## config.mk

```make
export PLATFORM = sky130hd
export DESIGN_NAME = twos_complement_serial
export DESIGN_NICKNAME = d
export VERILOG_FILES = /design/src/rtl/twos_complement_serial.sv
export SDC_FILE = /design/constraint.sdc
export NUM_CORES = 1
export LEC_CHECK = 0
export BUFFER_PORTS_ARGS = -buffer_cell sky130_fd_sc_hd__buf_2
export CAP_MARGIN = 10
export CORE_MARGIN = 2
export CORE_UTILIZATION = 35
export CTS_CLUSTER_DIAMETER = 40
export DETAILED_ROUTE_END_ITERATION = 10
export GPL_TIMING_DRIVEN = 0
export SLEW_MARGIN = 30
export SYNTH_ARGS = -nofsm -noshare
export SYNTH_HDL_FRONTEND = slang
export SYNTH_SLANG_ARGS = --single-unit
```

## constraint.sdc

```tcl
create_clock -name clk -period 1.55 [get_ports clk]
set_input_delay 0.0775 -clock clk [delete_from_list [all_inputs] [get_ports clk]]
set_output_delay 0.0775 -clock clk [all_outputs]
set_load 0.005 [all_outputs]
```

## src/rtl/twos_complement_serial.sv

```systemverilog
// Bit-serial pass / one's / two's / absolute-value unit, LSB first, one bit per clock.
// Operands and results move over two independent valid/ready handshakes.
module twos_complement_serial #(
    parameter int WIDTH = 8
) (
    input  logic             clk,
    input  logic             rst,
    input  logic             in_valid,
    output logic             in_ready,
    input  logic [WIDTH-1:0] in_data,
    input  logic [1:0]       in_mode,
    output logic             out_valid,
    input  logic             out_ready,
    output logic [WIDTH-1:0] out_data,
    output logic             out_ovf,
    output logic             busy
);
    // Handshake rule: a transfer happens on a rising edge where valid && ready;
    // valid never depends on ready, and the sender holds its payload until the transfer.

    localparam int CW = $clog2(WIDTH);
    localparam logic [CW-1:0] LAST = CW'(WIDTH - 1);

    typedef enum logic [1:0] {
        IDLE  = 2'd0,
        SHIFT = 2'd1,
        DONE  = 2'd2
    } state_t;

    state_t           state_q, state_d;
    logic [WIDTH-1:0] src_q, src_d;
    logic [WIDTH-1:0] res_q, res_d;
    logic [1:0]       mode_q, mode_d;
    logic             neg_q, neg_d;
    logic             msb_q, msb_d;
    logic             seen_q, seen_d;
    logic [CW-1:0]    cnt_q, cnt_d;
    logic             valid_q, valid_d;
    logic             ovf_q, ovf_d;
    logic             bit_in;
    logic             bit_out;

    // Serial negation: copy bits up to and including the first 1, invert the rest.
    always_comb begin
        bit_in = src_q[0];
        if (mode_q == 2'b01) begin
            bit_out = ~bit_in;
        end else if (neg_q) begin
            bit_out = seen_q ? ~bit_in : bit_in;
        end else begin
            bit_out = bit_in;
        end
    end

    always_comb begin
        state_d = state_q;
        src_d   = src_q;
        res_d   = res_q;
        mode_d  = mode_q;
        neg_d   = neg_q;
        msb_d   = msb_q;
        seen_d  = seen_q;
        cnt_d   = cnt_q;
        valid_d = valid_q;
        ovf_d   = ovf_q;
        case (state_q)
            IDLE: begin
                if (in_valid) begin
                    src_d   = in_data;
                    mode_d  = in_mode;
                    neg_d   = (in_mode == 2'b10) || ((in_mode == 2'b11) && in_data[WIDTH-1]);
                    msb_d   = in_data[WIDTH-1];
                    seen_d  = 1'b0;
                    cnt_d   = '0;
                    state_d = SHIFT;
                end
            end
            SHIFT: begin
                src_d  = src_q >> 1;
                res_d  = {bit_out, res_q[WIDTH-1:1]};
                seen_d = seen_q | (neg_q & bit_in);
                cnt_d  = cnt_q + 1'b1;
                if (cnt_q == LAST) begin
                    // Only the minimum value has its sign bit survive negation.
                    ovf_d   = neg_q & msb_q & bit_out;
                    valid_d = 1'b1;
                    state_d = DONE;
                end
            end
            DONE: begin
                if (out_ready) begin
                    valid_d = 1'b0;
                    state_d = IDLE;
                end
            end
            default: begin
                state_d = IDLE;
                valid_d = 1'b0;
            end
        endcase
    end

    always_ff @(posedge clk) begin
        if (rst) begin
            state_q <= IDLE;
            src_q   <= '0;
            res_q   <= '0;
            mode_q  <= 2'b00;
            neg_q   <= 1'b0;
            msb_q   <= 1'b0;
            seen_q  <= 1'b0;
            cnt_q   <= '0;
            valid_q <= 1'b0;
            ovf_q   <= 1'b0;
        end else begin
            state_q <= state_d;
            src_q   <= src_d;
            res_q   <= res_d;
            mode_q  <= mode_d;
            neg_q   <= neg_d;
            msb_q   <= msb_d;
            seen_q  <= seen_d;
            cnt_q   <= cnt_d;
            valid_q <= valid_d;
            ovf_q   <= ovf_d;
        end
    end

    assign in_ready  = (state_q == IDLE);
    assign busy      = (state_q != IDLE);
    assign out_valid = valid_q;
    assign out_data  = res_q;
    assign out_ovf   = ovf_q;

endmodule

```

==> results.cfg, run 1 <==
[sta]
fmax_mhz = 695.0
fin_crit_ps = 1439
timing.final.ws_setup_ps = 111.2
finalHoldViolCount = 0
worstMarginPinSlew_ps = 479.0
max_slew_margin = 0.6806
finalSetupTns_ps = 0
rsz0062_at_grt = false
holdWs_ps = 14.31
setup_viol = 0
drv_slew = 0
fin_crit_sh = 0.9283
fin_skew_ps = 4.963

[routing]
antenna_left = 0
post_drt_via_cell_ratio = 4.727
drt-total-wl_um = 2376
first_pass_iters = 4
vias = 988
wl_per_cell_um = 11.37
drcViolationCount = 0
drt_iter0_markers = 32

[layout]
fillers = 343
area_growth_pct = 22.69
layout-drive-gt1-share = 0.2761
nets = 180
instances_no_fill = 209
antenna_cells = 0

[place]
place_worst_setup_slack_ps = 119.7
dpl.hpwl_um = 1760
gp_congestion = 0.7307
numPortBuffers = 24
post-place-cells = 202

[logic_synthesis]
syn-mean-instance-area_um2 = 9.024
synth_nets = 148
synth_cell_type_count = 30
synthXorXnorAreaFrac = 0.007353
yosysSeqAreaShare = 0.4706
synth-seq-cells = 28
muxShareOfSynthArea = 0.06723
syn_inst = 132
synth-simple-area-share = 0.2206
synthAdderAreaFrac = 0.02101
synth_top_family_by_area = simple AND/OR/NAND/NOR gates
synth.yosys.warnings = 0
mappedNetlistArea_um2 = 1191
synth_compound_area_frac = 0.1565

[clocking]
cts_buffers = 3
clock-sinks = 28
cts.path.max_buffers = 2
clk_latency_ps = 340
htree_levels = 1
cts_tree = done
clk_pin_slew_ps = 150
root_buffer = clkbuf_4

[die]
initial_core_util = 0.3598
die_x_um = 62.34
ioPinCount = 26
die_h_um = 62.34
die_area_um2 = 3886
coreArea_um2 = 3311
rows = 21

[global_route]
grt-ovfl-total = 0
antenna_found_initial = 0
track_usage = 0.1366
grt_max_degree = 17
grt_pass1_wl_um = 4243
grt_pass1_vias = 953

[worst_setup_path]
arrival_ps = 1360
crit_path_start_kind = register
critPathKind = reg -> out
reg2reg_slack_ps = 120
crit_required_ps = 1470
ff2ff_path_depth = 6
crit_path_end_kind = primary output
worstPathMaxFanout = 10
r2r_start = state_q[1]
r2r_end = src_q[5]

[run]
cap_violations = 0

[power_and_ir_drop]
power.density_nw_per_um2 = 998.7
p_leak_nw = 0.5905
ir_drop_uv = 414.0

[worst_hold_path]
min_delay_path_depth = 3
min_to = msb_q
min_from = in_data[7]
hp-class = in -> reg

[outcome]
status = finished, final reports clean
registers in the layout, indices dropped and copies added, names as in the netlist:
name       count
out_data       8
src_q          8
cnt_q          3
mode_q         2
state_q        2
msb_q          1
neg_q          1
out_ovf        1
out_valid      1
seen_q         1
kinds of logic after synthesis:
| kind of cell | Yosys count |
|---|---|
| AND/OR/NAND/NOR | 53 |
| AO/OA/AOI/OAI | 29 |
| flip-flops | 28 |
| buffers and inverters | 11 |
| multiplexers | 8 |
| adder cells (fa/ha/maj) | 2 |
| XOR/XNOR | 1 |
Yosys cell counts:
library cell  count  area, µm²
dfxtp_1          28      560.5
nand2_1          27      101.4
a21oi_1          17      85.08
mux2i_1           8      80.08
nor2_1            8      30.03
a211oi_1          4      30.03
clkbuf_1          4      15.01
a211oi_2          3      37.54
inv_1             3      11.26
nand3_1           3      15.01
nor2_2            3      18.77
buf_2             2      10.01
ha_1              2      25.02
nand3b_1          2      15.01
nor3_1            2      10.01
o31ai_1           2      15.01
a22oi_1           1      7.510
a31oi_1           1      6.260
and2b_2           1      8.760
buf_12            1      20.02
buf_6             1      11.26
nand2_8           1      20.02
nand2b_1          1      6.260
nand4_1           1      6.260
nor3b_1           1      7.510
o21ai_0           1      5.000
or2_2             1      6.260
or2b_2            1      8.760
or3b_1            1      8.760
xor2_1            1      8.760
power by group:
| part | internal (W) | switching (W) |
|---|---|---|
| clock | 0.000262 | 0.000228 |
| sequential | 0.000754 | 0.0000237 |
| combinational | 0.0000904 | 0.000101 |
cell type report:
type	instances	area, µm²	area share
multi-input combinational	93	568.0	0.3887
sequential	28	563.0	0.3853
timing repair buffer	27	150.1	0.1027
buffer	8	58.81	0.04024
tap	46	57.56	0.03938
clock inverter	1	30.03	0.02055
clock buffer	3	22.52	0.01541
inverter	3	11.26	0.007705
how the worst max path moves through the flow:
stage,start,end
6_report,state_q[0],in_ready
5_1_grt,state_q[0],in_ready
4_1_cts,state_q[0],in_ready
3_5_place_dp,state_q[1],cnt_q[0]
3_3_place_gp,state_q[1],cnt_q[0]
2_1_floorplan,state_q[1],src_q[4]
layout by cell type, fill, tap and decap left out, types with 3 or more instances in the layout:
cell           instances
a211oi_1               4
a211oi_2               3
a21oi_1               17
buf_2                 25
clkbuf_1               4
clkbuf_4               3
dfxtp_1               26
dlygate4sd3_1          3
inv_1                  3
mux2i_1                8
nand2_1               27
nand3_1                3
nor2_1                 8
nor2_2                 3
metal layers:
layer,up-vias,wire (µm),global-route usage
met5,-,0,0
met2,16,1086,0.2215
met4,0,59,0.07500
met3,5,49,0.01087
li1,515,-,-
met1,452,1180,0.1809
worst max-delay path, stage by stage, from the launching register on:
cell and delay [ps]:
dfxtp_2 390, buf_4 190, or2_2 290, inv_1 50, buf_2 100
through the flow:
stage,instance area [µm²],utilization,total power [W]
floorplan,1191,-,0.0009252
global placement,1369,0.4135,0.0009728
detailed placement,1369,0.4135,0.0009791
CTS,1451,0.4384,0.001466
global route,1461,0.4414,0.001533
finish,1461,0.4414,0.001460
what timing repair did:
action                                  in CTS  in global routing
endpoints found under the setup margin       0                  5
endpoints found under the hold margin        4                  0
buffers inserted                             0                  0
hold buffers                                 3                  0
gates resized for setup                      0                  5
Note: power is estimated with default switching activity, not from simulation.
==> inputs of run 2 (changes only) <==
PLACE_DENSITY = 0.54   (was default)
==> results.cfg, run 2 (synthesized netlist as in run 1, its figures left out) <==
[routing]
drcViolationCount = 0
post_drt_via_cell_ratio = 4.729
drt_iter0_markers = 27
antenna_left = 0
first_pass_iters = 4
wl_per_cell_um = 11.46
drt-total-wl_um = 2407
vias = 993

[worst_setup_path]
critPathKind = reg -> out
crit_slowest_cell = dfxtp_2
crit_path_start_kind = register
path_cells = clkbuf_4 > or2_2 > inv_1 > buf_2
arrival_ps = 1380
crit_cells = 4
worstPathMaxFanout = 10
ff2ff_path_depth = 6
path_buf_inv = 3
max_stage_delay_ps = 390
crit_required_ps = 1470
crit_path_end_kind = primary output
cp_top_family = flip-flops

[sta]
max_slew_margin = 0.6588
holdWs_ps = 48.86
rsz0062_at_grt = false
finalHoldViolCount = 0
drv_slew = 0
fin_crit_sh = 0.9426
fin_skew_ps = 1.435
worstMarginPinSlew_ps = 511.8
fin_crit_ps = 1461
fmax_mhz = 684.5
finalSetupTns_ps = 0
setup_viol = 0

[layout]
antenna_cells = 0
nets = 181
area_growth_pct = 22.16
final_common_cell = nand2_1
layout-drive-gt1-share = 0.2744
mostFrequentLayoutCells = 27 x nand2_1, 26 x dfxtp_1, 25 x buf_2, 17 x a21oi_1

[global_route]
track_usage = 0.1375
grt-ovfl-total = 0
antenna_found_initial = 0
grt_pass1_wl_um = 4229
grt_max_degree = 16
grt_pass1_vias = 959

[clocking]
postCtsSetupRepairBufs = 0
root_buffer = clkbuf_4
cts_buffers = 3
cts.path.max_buffers = 2
clock-sinks = 28
clk_pin_slew_ps = 150
cts_tree = done
htree_levels = 1
clk_latency_ps = 330

[die]
die_x_um = 62.34
coreArea_um2 = 3311
die_area_um2 = 3886
die_h_um = 62.34
initial_core_util = 0.3598
rows = 21
ioPinCount = 26

[power_and_ir_drop]
power_w = 0.001335
p_leak_nw = 0.5874
ir_drop_uv = 399.4
power.density_nw_per_um2 = 917.5

[outcome]
status = finished, final reports clean

[place]
gp_congestion = 0.7585
numPortBuffers = 24
dpl.hpwl_um = 1731

[worst_hold_path]
min_delay_path_depth = 3
hp-class = in -> reg

[run]
cap_violations = 0
-- run 2: cell count changes in the layout (fill, tap and decap cells not counted) --
cell           delta
clkbuf_8          +1
clkbuf_4          +1
dlygate4sd3_1     +1
buf_4             -1
bufinv_16         -1
-- run 2: repair_timing --
action / CTS / global route
setup endpoints to repair: 0 / 8
hold buffers: 4 / 0
hold endpoints to repair: 6 / 0
gates resized for setup: 0 / 4
-- run 2: worst min-delay path, cell delays in order --
cell,delay (ps)
buf_2,100
mux2i_1,60
nor3_1,110
-- run 2: metrics by stage --
step	util	worst slack [ps]	std cells	instance area [µm²]
after detailed placement	0.4135	57.33	202	1369
final	0.4395	88.98	210	1455
after floorplan	-	224.1	132	1191
after global routing	0.4395	12.73	210	1455
after CTS	0.4365	27.94	210	1445
after global placement	0.4135	81.96	202	1369
-- run 2: per-layer routing --
metal	share of wire	track usage
met4	0.0079	0.06944
met2	0.51	0.2351
met5	0	0
met1	0.46	0.1678
met3	0.029	0.02174
-- run 2: final timing paths --
check | startpoint | end | slack, ps
setup / recovery | state_q[0] | in_ready | 90
hold / removal | in_valid | state_q[0] | 50
setup reg to reg | state_q[1] | src_q[5] | 110
hold reg to reg | msb_q | msb_q | 470
-- run 2: cell type report --
class | count | area, µm²
buffer | 8 | 58.81
multi-input combinational | 93 | 568.0
sequential | 28 | 563.0
inverter | 3 | 11.26
clock buffer | 4 | 36.28
timing repair buffer | 28 | 160.2
tap | 46 | 57.56
fill | 354 | 1856
-- run 2: power breakdown --
part	switching (W)	total, W	leakage [nW]	internal (W)
sequential	0.0000239	0.000778	0.229	0.000754
clock	0.000219	0.000363	0.0210	0.000144
combinational	0.000102	0.000194	0.337	0.0000917
==> inputs of run 3 (changes only) <==
PLACE_DENSITY = 0.57   (was 0.54)
clock period = 1.3 ns   (was 1.55 ns; I/O delays follow)
==> results.cfg, run 3 (synthesized netlist as in run 1, its figures left out) <==
[sta]
drv_slew = 0
fin_skew_ps = 1.916
fin_crit_sh = 1.041
holdWs_ps = 45.60
rsz0062_at_grt = true
max_slew_margin = 0.6416
fin_crit_ps = 1353
finalHoldViolCount = 0
setup_viol = 12
timing.final.ws_setup_ps = -53.46
fmax_mhz = 738.8
worstMarginPinSlew_ps = 537.6

[run]
cap_violations = 0

[power_and_ir_drop]
seqPwrFrac = 0.522
ir_drop_uv = 441.6
p_leak_nw = 0.6453
power.density_nw_per_um2 = 1119
p_clk_frac = 0.316
power.net_switching_w = 0.0004180
intPower_w = 0.001357
p_sw_frac = 0.2355
comb_power_share = 0.163

[clocking]
clk_latency_ps = 320
cts_tree = done
htree_levels = 1
cts.path.max_buffers = 2
clk_pin_slew_ps = 140
root_buffer = clkbuf_4
clock-sinks = 28
cts_buffers = 3

[outcome]
violations = setup timing
status = complete, but fails checks

[layout]
instances_no_fill = 217
antenna_cells = 0
design_area_um2 = 1587
mostFrequentLayoutCells = 26 x nand2_1, 26 x dfxtp_1, 24 x buf_2, 17 x a21oi_1
nets = 188
utilization = 0.4792
layout-drive-gt1-share = 0.3333
area_growth_pct = 33.19

[place]
gp_congestion = 0.7259
post-place-cells = 202
dpl.hpwl_um = 1700
place_worst_setup_slack_ps = -133.5
numPortBuffers = 24
dpl-instance-area_um2 = 1370

[routing]
wl_per_cell_um = 11.32
drt_iter0_markers = 34
antenna_left = 0
drcViolationCount = 0
drt-total-wl_um = 2456
vias = 1011
post_drt_via_cell_ratio = 4.659
first_pass_iters = 4

[worst_setup_path]
crit_required_ps = 1550
crit_path_start_kind = register
critPathKind = reg -> reg
worstPathMaxFanout = 8
arrival_ps = 1610
crit_path_end_kind = register
reg2reg_slack_ps = -50

[worst_hold_path]
hp-class = in -> reg

[global_route]
antenna_found_initial = 0
track_usage = 0.1328
grt_pass1_wl_um = 4167
grt_pass1_vias = 959
grt-ovfl-total = 0
grt_max_degree = 17

[die]
die_x_um = 62.34
coreArea_um2 = 3311
die_h_um = 62.34
ioPinCount = 26
rows = 21
die_area_um2 = 3886
initial_core_util = 0.3598
-- run 3: cell type report --
type,instances,area (µm²)
timing repair buffer,35,231.5
clock inverter,1,30.03
tap,46,57.56
multi-input combinational,93,595.6
inverter,3,11.26
clock buffer,3,22.52
fill,335,1724
buffer,8,70.07
sequential,28,568.0
-- run 3: repair_timing --
item,CTS,global route
setup endpoints to repair,25,19
hold buffers,4,0
gates cloned,1,0
buffers inserted,4,3
resized for setup,10,9
pin swaps,3,3
endpoints found under the hold margin,6,0
-- run 3: through the flow --
| step | TNS [ps] | power, W |
|---|---|---|
| 3_5_place_dp | -551.0 | 0.001164 |
| 6_report | -255.2 | 0.001775 |
| 3_3_place_gp | -468.9 | 0.001160 |
| 5_1_grt | -1109 | 0.001861 |
| 4_1_cts | -488.3 | 0.001786 |
| 2_1_floorplan | 0 | 0.001104 |
-- run 3: final timing paths --
kind / start / end / depth (start not counted)
max: state_q[1] / src_q[0] / 5
min reg2reg: out_data[0] / out_data[0] / 2
max reg2reg: state_q[1] / src_q[0] / 5
min: in_valid / state_q[0] / 3
-- run 3: power by group through the flow --
stage	logic, W	clock network, W	registers, W
3_3_place_gp	0.000216	0	0.000944
2_1_floorplan	0.000165	0	0.000939
5_1_grt	0.000317	0.000611	0.000932
6_report	0.000289	0.000560	0.000926
3_5_place_dp	0.000220	0	0.000945
4_1_cts	0.000283	0.000577	0.000927
-- run 3: critical path, cell delays in order (launching register included) --
cell	delay, ps
dfxtp_4	400
or3b_1	390
buf_6	140
nand2_8	80
nor2_1	70
a211oi_4	210
-- run 3: per-layer routing --
metal	up-vias	wire length, µm	share of wire	global-route usage
met5	-	0	0	0
met2	19	1154	0.47	0.2215
met1	460	1188	0.48	0.1738
met4	0	31	0.013	0.04167
li1	528	-	-	-
met3	4	82	0.033	0.02536
